$ cat config.mk
export PLATFORM = sky130hd
export DESIGN_NAME = cpu_run_controller
export DESIGN_NICKNAME = d
export VERILOG_FILES = /design/src/rtl/cpu_harness_pkg.sv /design/src/rtl/dump_sequencer.sv /design/src/rtl/cpu_run_controller.sv
export SDC_FILE = /design/constraint.sdc
export NUM_CORES = 1
export LEC_CHECK = 0
export CORE_MARGIN = 2
export CORE_UTILIZATION = 31
export DETAILED_ROUTE_END_ITERATION = 16
export GPL_TIMING_DRIVEN = 0
export RECOVER_POWER = 25
export SLEW_MARGIN = 20
export SYNTH_ARGS = -nofsm -noshare
export SYNTH_HDL_FRONTEND = slang
export SYNTH_HIERARCHICAL = 1
export SYNTH_SLANG_ARGS = --single-unit
$ cat constraint.sdc
create_clock -name clk -period 4 [get_ports clk]
set_input_delay 0.6 -clock clk [delete_from_list [all_inputs] [get_ports clk]]
set_output_delay 0.6 -clock clk [all_outputs]
set_load 0.005 [all_outputs]
$ cat src/rtl/cpu_harness_pkg.sv
// Shared state encoding, dump-kind tags and default sizing for the CPU run/dump harness.
package cpu_harness_pkg;

  typedef enum logic [2:0] {
    ST_IDLE     = 3'd0,
    ST_RESET    = 3'd1,
    ST_RUN      = 3'd2,
    ST_DRAIN    = 3'd3,
    ST_DUMP_RF  = 3'd4,
    ST_DUMP_MEM = 3'd5,
    ST_DONE     = 3'd6
  } run_state_t;

  localparam logic DUMP_KIND_REG = 1'b0;
  localparam logic DUMP_KIND_MEM = 1'b1;

  localparam int DEF_RESET_CYCLES   = 4;
  localparam int DEF_TIMEOUT_CYCLES = 1000;
  localparam int DEF_DRAIN_CYCLES   = 2;
  localparam int DEF_REG_COUNT      = 32;
  localparam int DEF_MEM_WORDS      = 1024;
  localparam int DEF_ADDR_W         = 10;
  localparam int DEF_DATA_W         = 32;
  localparam int DEF_CYC_W          = 32;

endpackage

$ cat src/rtl/dump_sequencer.sv
// Streams RF then DMEM words over valid/ready; data is a combinational pass-through of the read ports.
// One word per cycle with ready high; index, kind and data hold while valid & !ready.
module dump_sequencer import cpu_harness_pkg::*; #(
  parameter int REG_COUNT = DEF_REG_COUNT,
  parameter int MEM_WORDS = DEF_MEM_WORDS,
  parameter int ADDR_W    = DEF_ADDR_W,
  parameter int DATA_W    = DEF_DATA_W,
  localparam int RF_AW    = $clog2(REG_COUNT)
) (
  input  logic              clk,
  input  logic              rst,
  input  logic              start_dump,
  output logic              rf_done,
  output logic              dump_done,
  output logic [RF_AW-1:0]  rf_rd_addr,
  input  logic [DATA_W-1:0] rf_rd_data,
  output logic [ADDR_W-1:0] mem_rd_addr,
  input  logic [DATA_W-1:0] mem_rd_data,
  output logic              dump_valid,
  input  logic              dump_ready,
  output logic              dump_kind,
  output logic [ADDR_W-1:0] dump_index,
  output logic [DATA_W-1:0] dump_data
);

  logic              active;
  logic              kind;
  logic [ADDR_W-1:0] index;
  logic              accept;
  logic              last_rf;
  logic              last_mem;

  assign accept   = active & dump_ready;
  assign last_rf  = (kind == DUMP_KIND_REG) && (index == ADDR_W'(REG_COUNT - 1));
  assign last_mem = (kind == DUMP_KIND_MEM) && (index == ADDR_W'(MEM_WORDS - 1));
  assign rf_done   = accept & last_rf;
  assign dump_done = accept & last_mem;

  always_ff @(posedge clk or negedge rst) begin
    if (!rst) begin
      active <= 1'b0;
      kind   <= DUMP_KIND_REG;
      index  <= '0;
    end else if (start_dump) begin
      active <= 1'b1;
      kind   <= DUMP_KIND_REG;
      index  <= '0;
    end else if (accept) begin
      if (last_rf) begin
        kind  <= DUMP_KIND_MEM;
        index <= '0;
      end else if (last_mem) begin
        active <= 1'b0;
        kind   <= DUMP_KIND_REG;
        index  <= '0;
      end else begin
        index <= index + ADDR_W'(1);
      end
    end
  end

  // Only the read port of the active phase sees the index; the other is parked at 0.
  assign rf_rd_addr  = (kind == DUMP_KIND_REG) ? index[RF_AW-1:0] : '0;
  assign mem_rd_addr = (kind == DUMP_KIND_MEM) ? index : '0;
  assign dump_valid  = active;
  assign dump_kind   = kind;
  assign dump_index  = index;
  assign dump_data   = (kind == DUMP_KIND_MEM) ? mem_rd_data : rf_rd_data;

endmodule

$ cat src/rtl/cpu_run_controller.sv
// Sequences CPU reset, run until halt/timeout, drain, then RF+DMEM dump; control outputs registered.
// Dump stalls on !dump_ready; start is honoured only in IDLE or DONE.
module cpu_run_controller import cpu_harness_pkg::*; #(
  parameter int RESET_CYCLES   = DEF_RESET_CYCLES,
  parameter int TIMEOUT_CYCLES = DEF_TIMEOUT_CYCLES,
  parameter int DRAIN_CYCLES   = DEF_DRAIN_CYCLES,
  parameter int REG_COUNT      = DEF_REG_COUNT,
  parameter int MEM_WORDS      = DEF_MEM_WORDS,
  parameter int ADDR_W         = DEF_ADDR_W,
  parameter int DATA_W         = DEF_DATA_W,
  parameter int CYC_W          = DEF_CYC_W,
  localparam int RF_AW         = $clog2(REG_COUNT)
) (
  input  logic              clk,
  input  logic              rst,
  input  logic              start,
  output logic              cpu_rst,
  output logic              cpu_clk_en,
  input  logic              cpu_halt,
  output logic [RF_AW-1:0]  rf_rd_addr,
  input  logic [DATA_W-1:0] rf_rd_data,
  output logic [ADDR_W-1:0] mem_rd_addr,
  input  logic [DATA_W-1:0] mem_rd_data,
  output logic              dump_valid,
  input  logic              dump_ready,
  output logic              dump_kind,
  output logic [ADDR_W-1:0] dump_index,
  output logic [DATA_W-1:0] dump_data,
  output logic              done,
  output logic              timed_out,
  output logic [CYC_W-1:0]  cycle_count
);

  run_state_t       state, state_nxt;
  logic [CYC_W-1:0] phase, phase_nxt;
  logic [CYC_W-1:0] cyc_nxt, cyc_inc;
  logic             to_nxt;
  logic             start_dump;
  logic             rf_done;
  logic             dump_done;

  assign cyc_inc = cycle_count + CYC_W'(1);

  always_comb begin
    state_nxt  = state;
    phase_nxt  = phase;
    cyc_nxt    = cycle_count;
    to_nxt     = timed_out;
    start_dump = 1'b0;
    case (state)
      ST_IDLE, ST_DONE: begin
        if (start) begin
          state_nxt = ST_RESET;
          phase_nxt = CYC_W'(RESET_CYCLES - 1);
          cyc_nxt   = '0;
          to_nxt    = 1'b0;
        end
      end
      ST_RESET: begin
        if (phase == '0) state_nxt = ST_RUN;
        else             phase_nxt = phase - CYC_W'(1);
      end
      ST_RUN: begin
        // Halt takes priority, so a halt on the timeout cycle is not counted.
        if (cpu_halt) begin
          state_nxt = ST_DRAIN;
          phase_nxt = CYC_W'(DRAIN_CYCLES - 1);
        end else begin
          cyc_nxt = cyc_inc;
          if (cyc_inc == CYC_W'(TIMEOUT_CYCLES)) begin
            to_nxt    = 1'b1;
            state_nxt = ST_DRAIN;
            phase_nxt = CYC_W'(DRAIN_CYCLES - 1);
          end
        end
      end
      ST_DRAIN: begin
        if (phase == '0) begin
          state_nxt  = ST_DUMP_RF;
          start_dump = 1'b1;
        end else begin
          phase_nxt = phase - CYC_W'(1);
        end
      end
      ST_DUMP_RF:  if (rf_done)   state_nxt = ST_DUMP_MEM;
      ST_DUMP_MEM: if (dump_done) state_nxt = ST_DONE;
      default:     state_nxt = ST_IDLE;
    endcase
  end

  always_ff @(posedge clk or negedge rst) begin
    if (!rst) begin
      state       <= ST_IDLE;
      phase       <= '0;
      cycle_count <= '0;
      timed_out   <= 1'b0;
      cpu_rst     <= 1'b0;
      cpu_clk_en  <= 1'b0;
      done        <= 1'b0;
    end else begin
      state       <= state_nxt;
      phase       <= phase_nxt;
      cycle_count <= cyc_nxt;
      timed_out   <= to_nxt;
      cpu_rst     <= !(state_nxt inside {ST_IDLE, ST_RESET});
      cpu_clk_en  <= (state_nxt inside {ST_RESET, ST_RUN});
      done        <= (state_nxt == ST_DONE);
    end
  end

  dump_sequencer #(
    .REG_COUNT (REG_COUNT),
    .MEM_WORDS (MEM_WORDS),
    .ADDR_W    (ADDR_W),
    .DATA_W    (DATA_W)
  ) u_dump_sequencer (
    .clk         (clk),
    .rst         (rst),
    .start_dump  (start_dump),
    .rf_done     (rf_done),
    .dump_done   (dump_done),
    .rf_rd_addr  (rf_rd_addr),
    .rf_rd_data  (rf_rd_data),
    .mem_rd_addr (mem_rd_addr),
    .mem_rd_data (mem_rd_data),
    .dump_valid  (dump_valid),
    .dump_ready  (dump_ready),
    .dump_kind   (dump_kind),
    .dump_index  (dump_index),
    .dump_data   (dump_data)
  );

endmodule

# After elaboration in Yosys (flattened, before gate mapping)
# Cells that the tools add are included.
word_totals:
  ff_bits: 83
op_classes:
  muxes: 36
  add_sub_neg: 3
  n_eq_ne: 18
  bitwise_logic: 4
  reduce_logical: 20
op_table:
  columns: ["cell", "n"]
  rows:
  - ["32-bit 2-to-1 mux", 7]
  - ["32-bit one-hot mux with 3 select lines", 1]
  - ["32-bit one-hot mux with 2 select lines", 1]
  - ["10-bit 2-to-1 mux", 5]
  - ["32-bit by 1-bit adder with 32-bit output (second input constant)", 1]
  - ["32-bit by 10-bit == test with 1-bit output (second input constant)", 1]
  - ["32-bit logical NOT", 1]
  - ["32-bit by 1-bit subtractor with 32-bit output (second input constant)", 1]
  - ["3-bit 2-to-1 mux", 7]
  - ["3-bit one-hot mux with 6 select lines", 1]
  - ["3-bit == test (second input constant)", 4]
  - ["1-bit 2-to-1 mux", 12]
  - ["10-bit by 1-bit adder with 10-bit output (second input constant)", 1]
  - ["10-bit == test (second input constant)", 1]
  - ["10-bit by 5-bit == test with 1-bit output (second input constant)", 1]
  - ["2-bit inequality test (second input constant)", 5]
  - ["2-bit nonzero test", 5]
  - ["3-bit by 2-bit == test with 1-bit output (second input constant)", 3]
  - ["4-bit AND reduction", 2]
  - ["3-bit by 1-bit == test with 1-bit output (second input constant)", 2]
  - ["3-bit logical NOT", 2]
  - ["3-bit AND reduction", 2]
  - ["3-bit nonzero test", 2]
  - ["5-bit 2-to-1 mux", 1]
  - ["other kinds (8)", 12]

# Logic depth before layout (Yosys ltp)
depth:
  ltp_word: 8
  ltp_mapped: 12

# By module
# Netlist, hierarchy kept.
by_module_without_submodules:
  columns: ["module", "seq_area_each_um2", "cells_each", "area_per_inst_um2", "n_inst"]
  rows:
  - ["cpu_run_controller", 1776.7, 539, 4575.6, 1]
  - ["dump_sequencer", 300.3, 122, 1156.1, 1]

# Least setup slack after synthesis
# No wires, ideal clock.
synth_timing:
  kind: "register to register"
  startpoint: "register phase[2]"
  endpoint: "register u_dump_sequencer.index[9], in the netlist u_dump_sequencer/dump_index[9]"
  required_ns: 3.923
  synth_period_minus_slack_ns: 3.049
  stages_incl_launch_ff: 10
  arrival_time_ns: 2.971
  slack_ns: 0.951
  setup_time_ns: 0.077
  path_cell_list: "dfrtp_1 -> or4_1 -> or3_1 -> nor4_4 -> and3_1 -> buf_6 -> a21oi_1 -> or2_2 -> or3_1 -> a21oi_1"
synth_via:
  elab_chain_len: 4
  elab_cells_between_ends: 5
  classes_between: "mux (3); reduce/logical (2)"
synth_lines:
  columns: ["item", "line_no", "rtl"]
  rows:
  - ["start: declaration", "cpu_run_controller.sv:35", "logic [CYC_W-1:0] phase, phase_nxt;"]
  - ["start signal: assignment", "cpu_run_controller.sv:102", "phase <= phase_nxt;"]
  - ["32-bit logical NOT *", "cpu_run_controller.sv:78", "if (phase == '0) begin"]
  - ["1-bit 2-to-1 mux *", "cpu_run_controller.sv:78", null]
  - ["1-bit 2-to-1 mux *", "cpu_run_controller.sv:50", "case (state)"]
  - ["via start_dump", "cpu_run_controller.sv:38", "logic start_dump;"]
  - ["10-bit 2-to-1 mux or 2-bit nonzero test (tied branches)", null, null]
  - ["end signal: assignment", "dump_sequencer.sv:57", "index <= index + ADDR_W'(1);"]
  - ["end: declaration", "dump_sequencer.sv:28", "logic [ADDR_W-1:0] index;"]
# Mark *: on every way through the listed nets, which the timed path passes. The rest lies on a longest branch.
# A chain may end at the register's enable or synchronous reset.

# Worst setup path in the final report
# Same ends and word-level chain as after synthesis.

==> results.yml <==
status:
  outcome: "finished with violations"
  violations: "max-capacitance violations, max-slew violations"
min_path:
  hold_class: "reg2reg"
  worstHoldStart: "phase[26]$_DFFE_PN0P_"
global_route:
  grt_pass1_wl_um: 29600
  globalRouteOverflowTotal: 0
  antenna_found_initial: 0
  grtUsageTotal: 0.186
  grt_max_degree: 44
  grt_pass1_vias: 5511
placed_design:
  dp_hpwl_um: 13500
  post_dp_cell_area_mm2: 0.00767
  port_buffers: 163
  dp.cells: 1054
  routabilityCongestion: 0.844
synth:
  synth-edff-count: 0
  synth-xor-area-share: 0.0336
  synth_top_area_frac: 0.362
  yosysUniqueCellTypes: 73
  synth_flop_cell: "dfrtp_1"
  synth-compound-area-share: 0.205
  synth.most_common_cell: "dfrtp_1"
  synth_seq_cells: 83
  muxShareOfSynthArea: 0.0716
  synth-seq-area-share: 0.362
  yosysTopAreaCell: "dfrtp_1"
  ys_warn_count: 6
  synth_top_family_by_area: "simple AND/OR/NAND/NOR gates"
  synth_area_mm2: 0.00573
  ys_top_cells_by_area: "dfrtp_1 (36%), mux2_2 (6.3%), o21ai_0 (4.9%), nand2_1 (4.3%), nor3_1 (2.7%)"
  synth_common_cells: "dfrtp_1 (83), nand2_1 (66), o21ai_0 (56)"
  synth-simple-area-share: 0.273
  synthAdderAreaFrac: 0.00873
  syn_nets: 734
  async_flop_share: 1.00
  syn_avg_cell_area_um2: 8.67
  syn_inst: 661
clocking:
  insertion_delay_ns: 0.35
  path_clk_slew_ns: 0.06
  clk_path_buf_depth: 2
  cts_setup_buffers: 0
  cts_tree: "yes"
  clock-sinks: 83
  root_buffer: "clkbuf_16"
  ctsHoldBuffers: 0
  numCtsBuffers: 9
  post_cts_resized: 0
  ctsHtreeMaxLevel: 3
sta:
  hold_viol: 0
  fin_crit_sh: 0.872
  grt_setup_unrepaired: "false"
  slew_violations: 44
  skew_ns: 0.0127
  slew_headroom: -0.543
  tightestPinTransition_ns: 2.31
  fmax_ghz: 0.287
  setup_violations: 0
  min_period_ns: 3.49
detailed_routing:
  drcViolationCount: 0
  wl_per_cell_um: 17.3
  vias_per_cell: 5.43
  vias: 5808
  ant_nets: 0
  first_pass_iters: 8
  drt_first_iter_violations: 415
  drt_wl_total_um: 18400
setup_path:
  worstReg2RegStart: "phase[2]$_DFFE_PN0P_"
  critPathLaunch: "phase[2]$_DFFE_PN0P_"
  cp-start-kind: "flop"
  crit_fanout: 10
  r2r_cells: 9
  worstSetupPathType: "reg2reg"
  crit_end: "u_dump_sequencer/dump_index[9]$_DFFE_PN0P_"
  cp.arrival_ns: 3.76
  r2r_end: "u_dump_sequencer/dump_index[9]$_DFFE_PN0P_"
  endpoint_kind: "flop"
  reg2reg_slack_ns: 0.51
  required_ns: 4.27
die:
  start_util: 0.318
  die_w_um: 140
  die_area_mm2: 0.0196
  ios: 164
  core_mm2: 0.0180
  die_h_um: 140
  rows: 49
final_layout:
  multi_input_area_mm2: 0.00339
  num-fill-cells: 1830
  area_growth_pct: 38.0
  regArea_mm2: 0.00208
  post-route-cell-area_mm2: 0.00791
  drive_gt1_frac: 0.101
  final_core_util: 0.439
  final_cells: 1069
  antenna_cells: 0
  nets: 909
flow_run:
  maxCapViolCount: 1
pwr:
  power_density_mw_per_mm2: 425
  peakVddDrop_mv: 0.230
  p_total_mw: 3.36
  leakage_nw: 3.25
==> area by class of cell <==
class / count / area share
clock inverter: 2 / 0.00158
clock buffer: 13 / 0.0316
tap: 229 / 0.0362
sequential: 83 / 0.263
multi-input combinational: 523 / 0.429
timing repair buffer: 164 / 0.206
buffer: 46 / 0.0288
inverter: 9 / 0.00427
==> state kept, by name, summed over array words and instances, names as in the netlist <==
signal                       flops
cycle_count                     32
done                             1
cpu_clk_en                       1
state                            3
cpu_rst                          1
u_dump_sequencer/dump_valid      1
phase                           32
timed_out                        1
u_dump_sequencer/dump_kind       1
u_dump_sequencer/dump_index     10
==> cell usage in the layout, fill, tap and decap left out, drive strengths merged, types with 24 or more instances in the layout <==
cell and instances:
o21ai 58, nor3 32, nand3 28, mux2 32
dfrtp 83, nor2 41, clkdlybuf4s50 162, nand2 66
nand4 24, clkbuf 45, a21oi 30
==> worst min path at each step <==
stage                                       end  slack [ns]  cells past startpoint
floorplan                  cpu_clk_en$_DFF_PN0_        0.30                      0
global placement          phase[14]$_DFFE_PN0P_        0.50                      1
detailed placement         phase[4]$_DFFE_PN0P_        0.50                      1
CTS                 cycle_count[19]$_DFFE_PN0P_        0.27                      1
global route              phase[14]$_DFFE_PN0P_        0.54                      1
finish                    phase[26]$_DFFE_PN0P_        0.52                      1
==> critical path, stage by stage, from the launching register on <==
cell,delay [ns]
dfrtp_1,0.42
or4_1,0.60
or3_1,0.40
nor4_4,0.65
and3_1,0.31
buf_6,0.16
a21oi_1,0.07
or2_2,0.34
or3_1,0.31
a21oi_1,0.14
==> stage by stage <==
step,TNS (ns),hold WS (ns),worst slack (ns)
after floorplan,0,0.304,0.951
after global placement,-74.55,0.498,-0.906
after detailed placement,0,0.498,0.512
after CTS,0,0.266,0.490
after global routing,0,0.544,0.310
final,0,0.521,0.511
==> kinds of logic (layout without fill, tap and decap cells) <==
kind of cell | count (synthesis) | in the layout
compound gates | 176 | 176
xor+xnor | 22 | 22
fa+ha+maj | 4 | 4
buf+inv | 55 | 234
flops | 83 | 83
mux | 37 | 37
simple gates | 284 | 284
==> layer usage <==
| metal | vias to the layer above | track usage | routed length (µm) |
|---|---|---|---|
| met3 | 36 | 0.0260 | 884 |
| met2 | 172 | 0.303 | 8860 |
| met1 | 2786 | 0.254 | 8280 |
| met5 | - | 0 | 0 |
| li1 | 2814 | - | - |
| met4 | 0 | 0.0668 | 418 |
==> power breakdown <==
part | switching (mW) | total [mW] | internal, mW | leakage [nW]
clock network | 0.343 | 0.778 | 0.434 | 0.126
logic | 0.747 | 1.34 | 0.597 | 2.00
registers | 0.212 | 1.24 | 1.03 | 1.12
total | 1.30 | 3.36 | 2.06 | 3.25
Power figures use the tool's default switching activity.
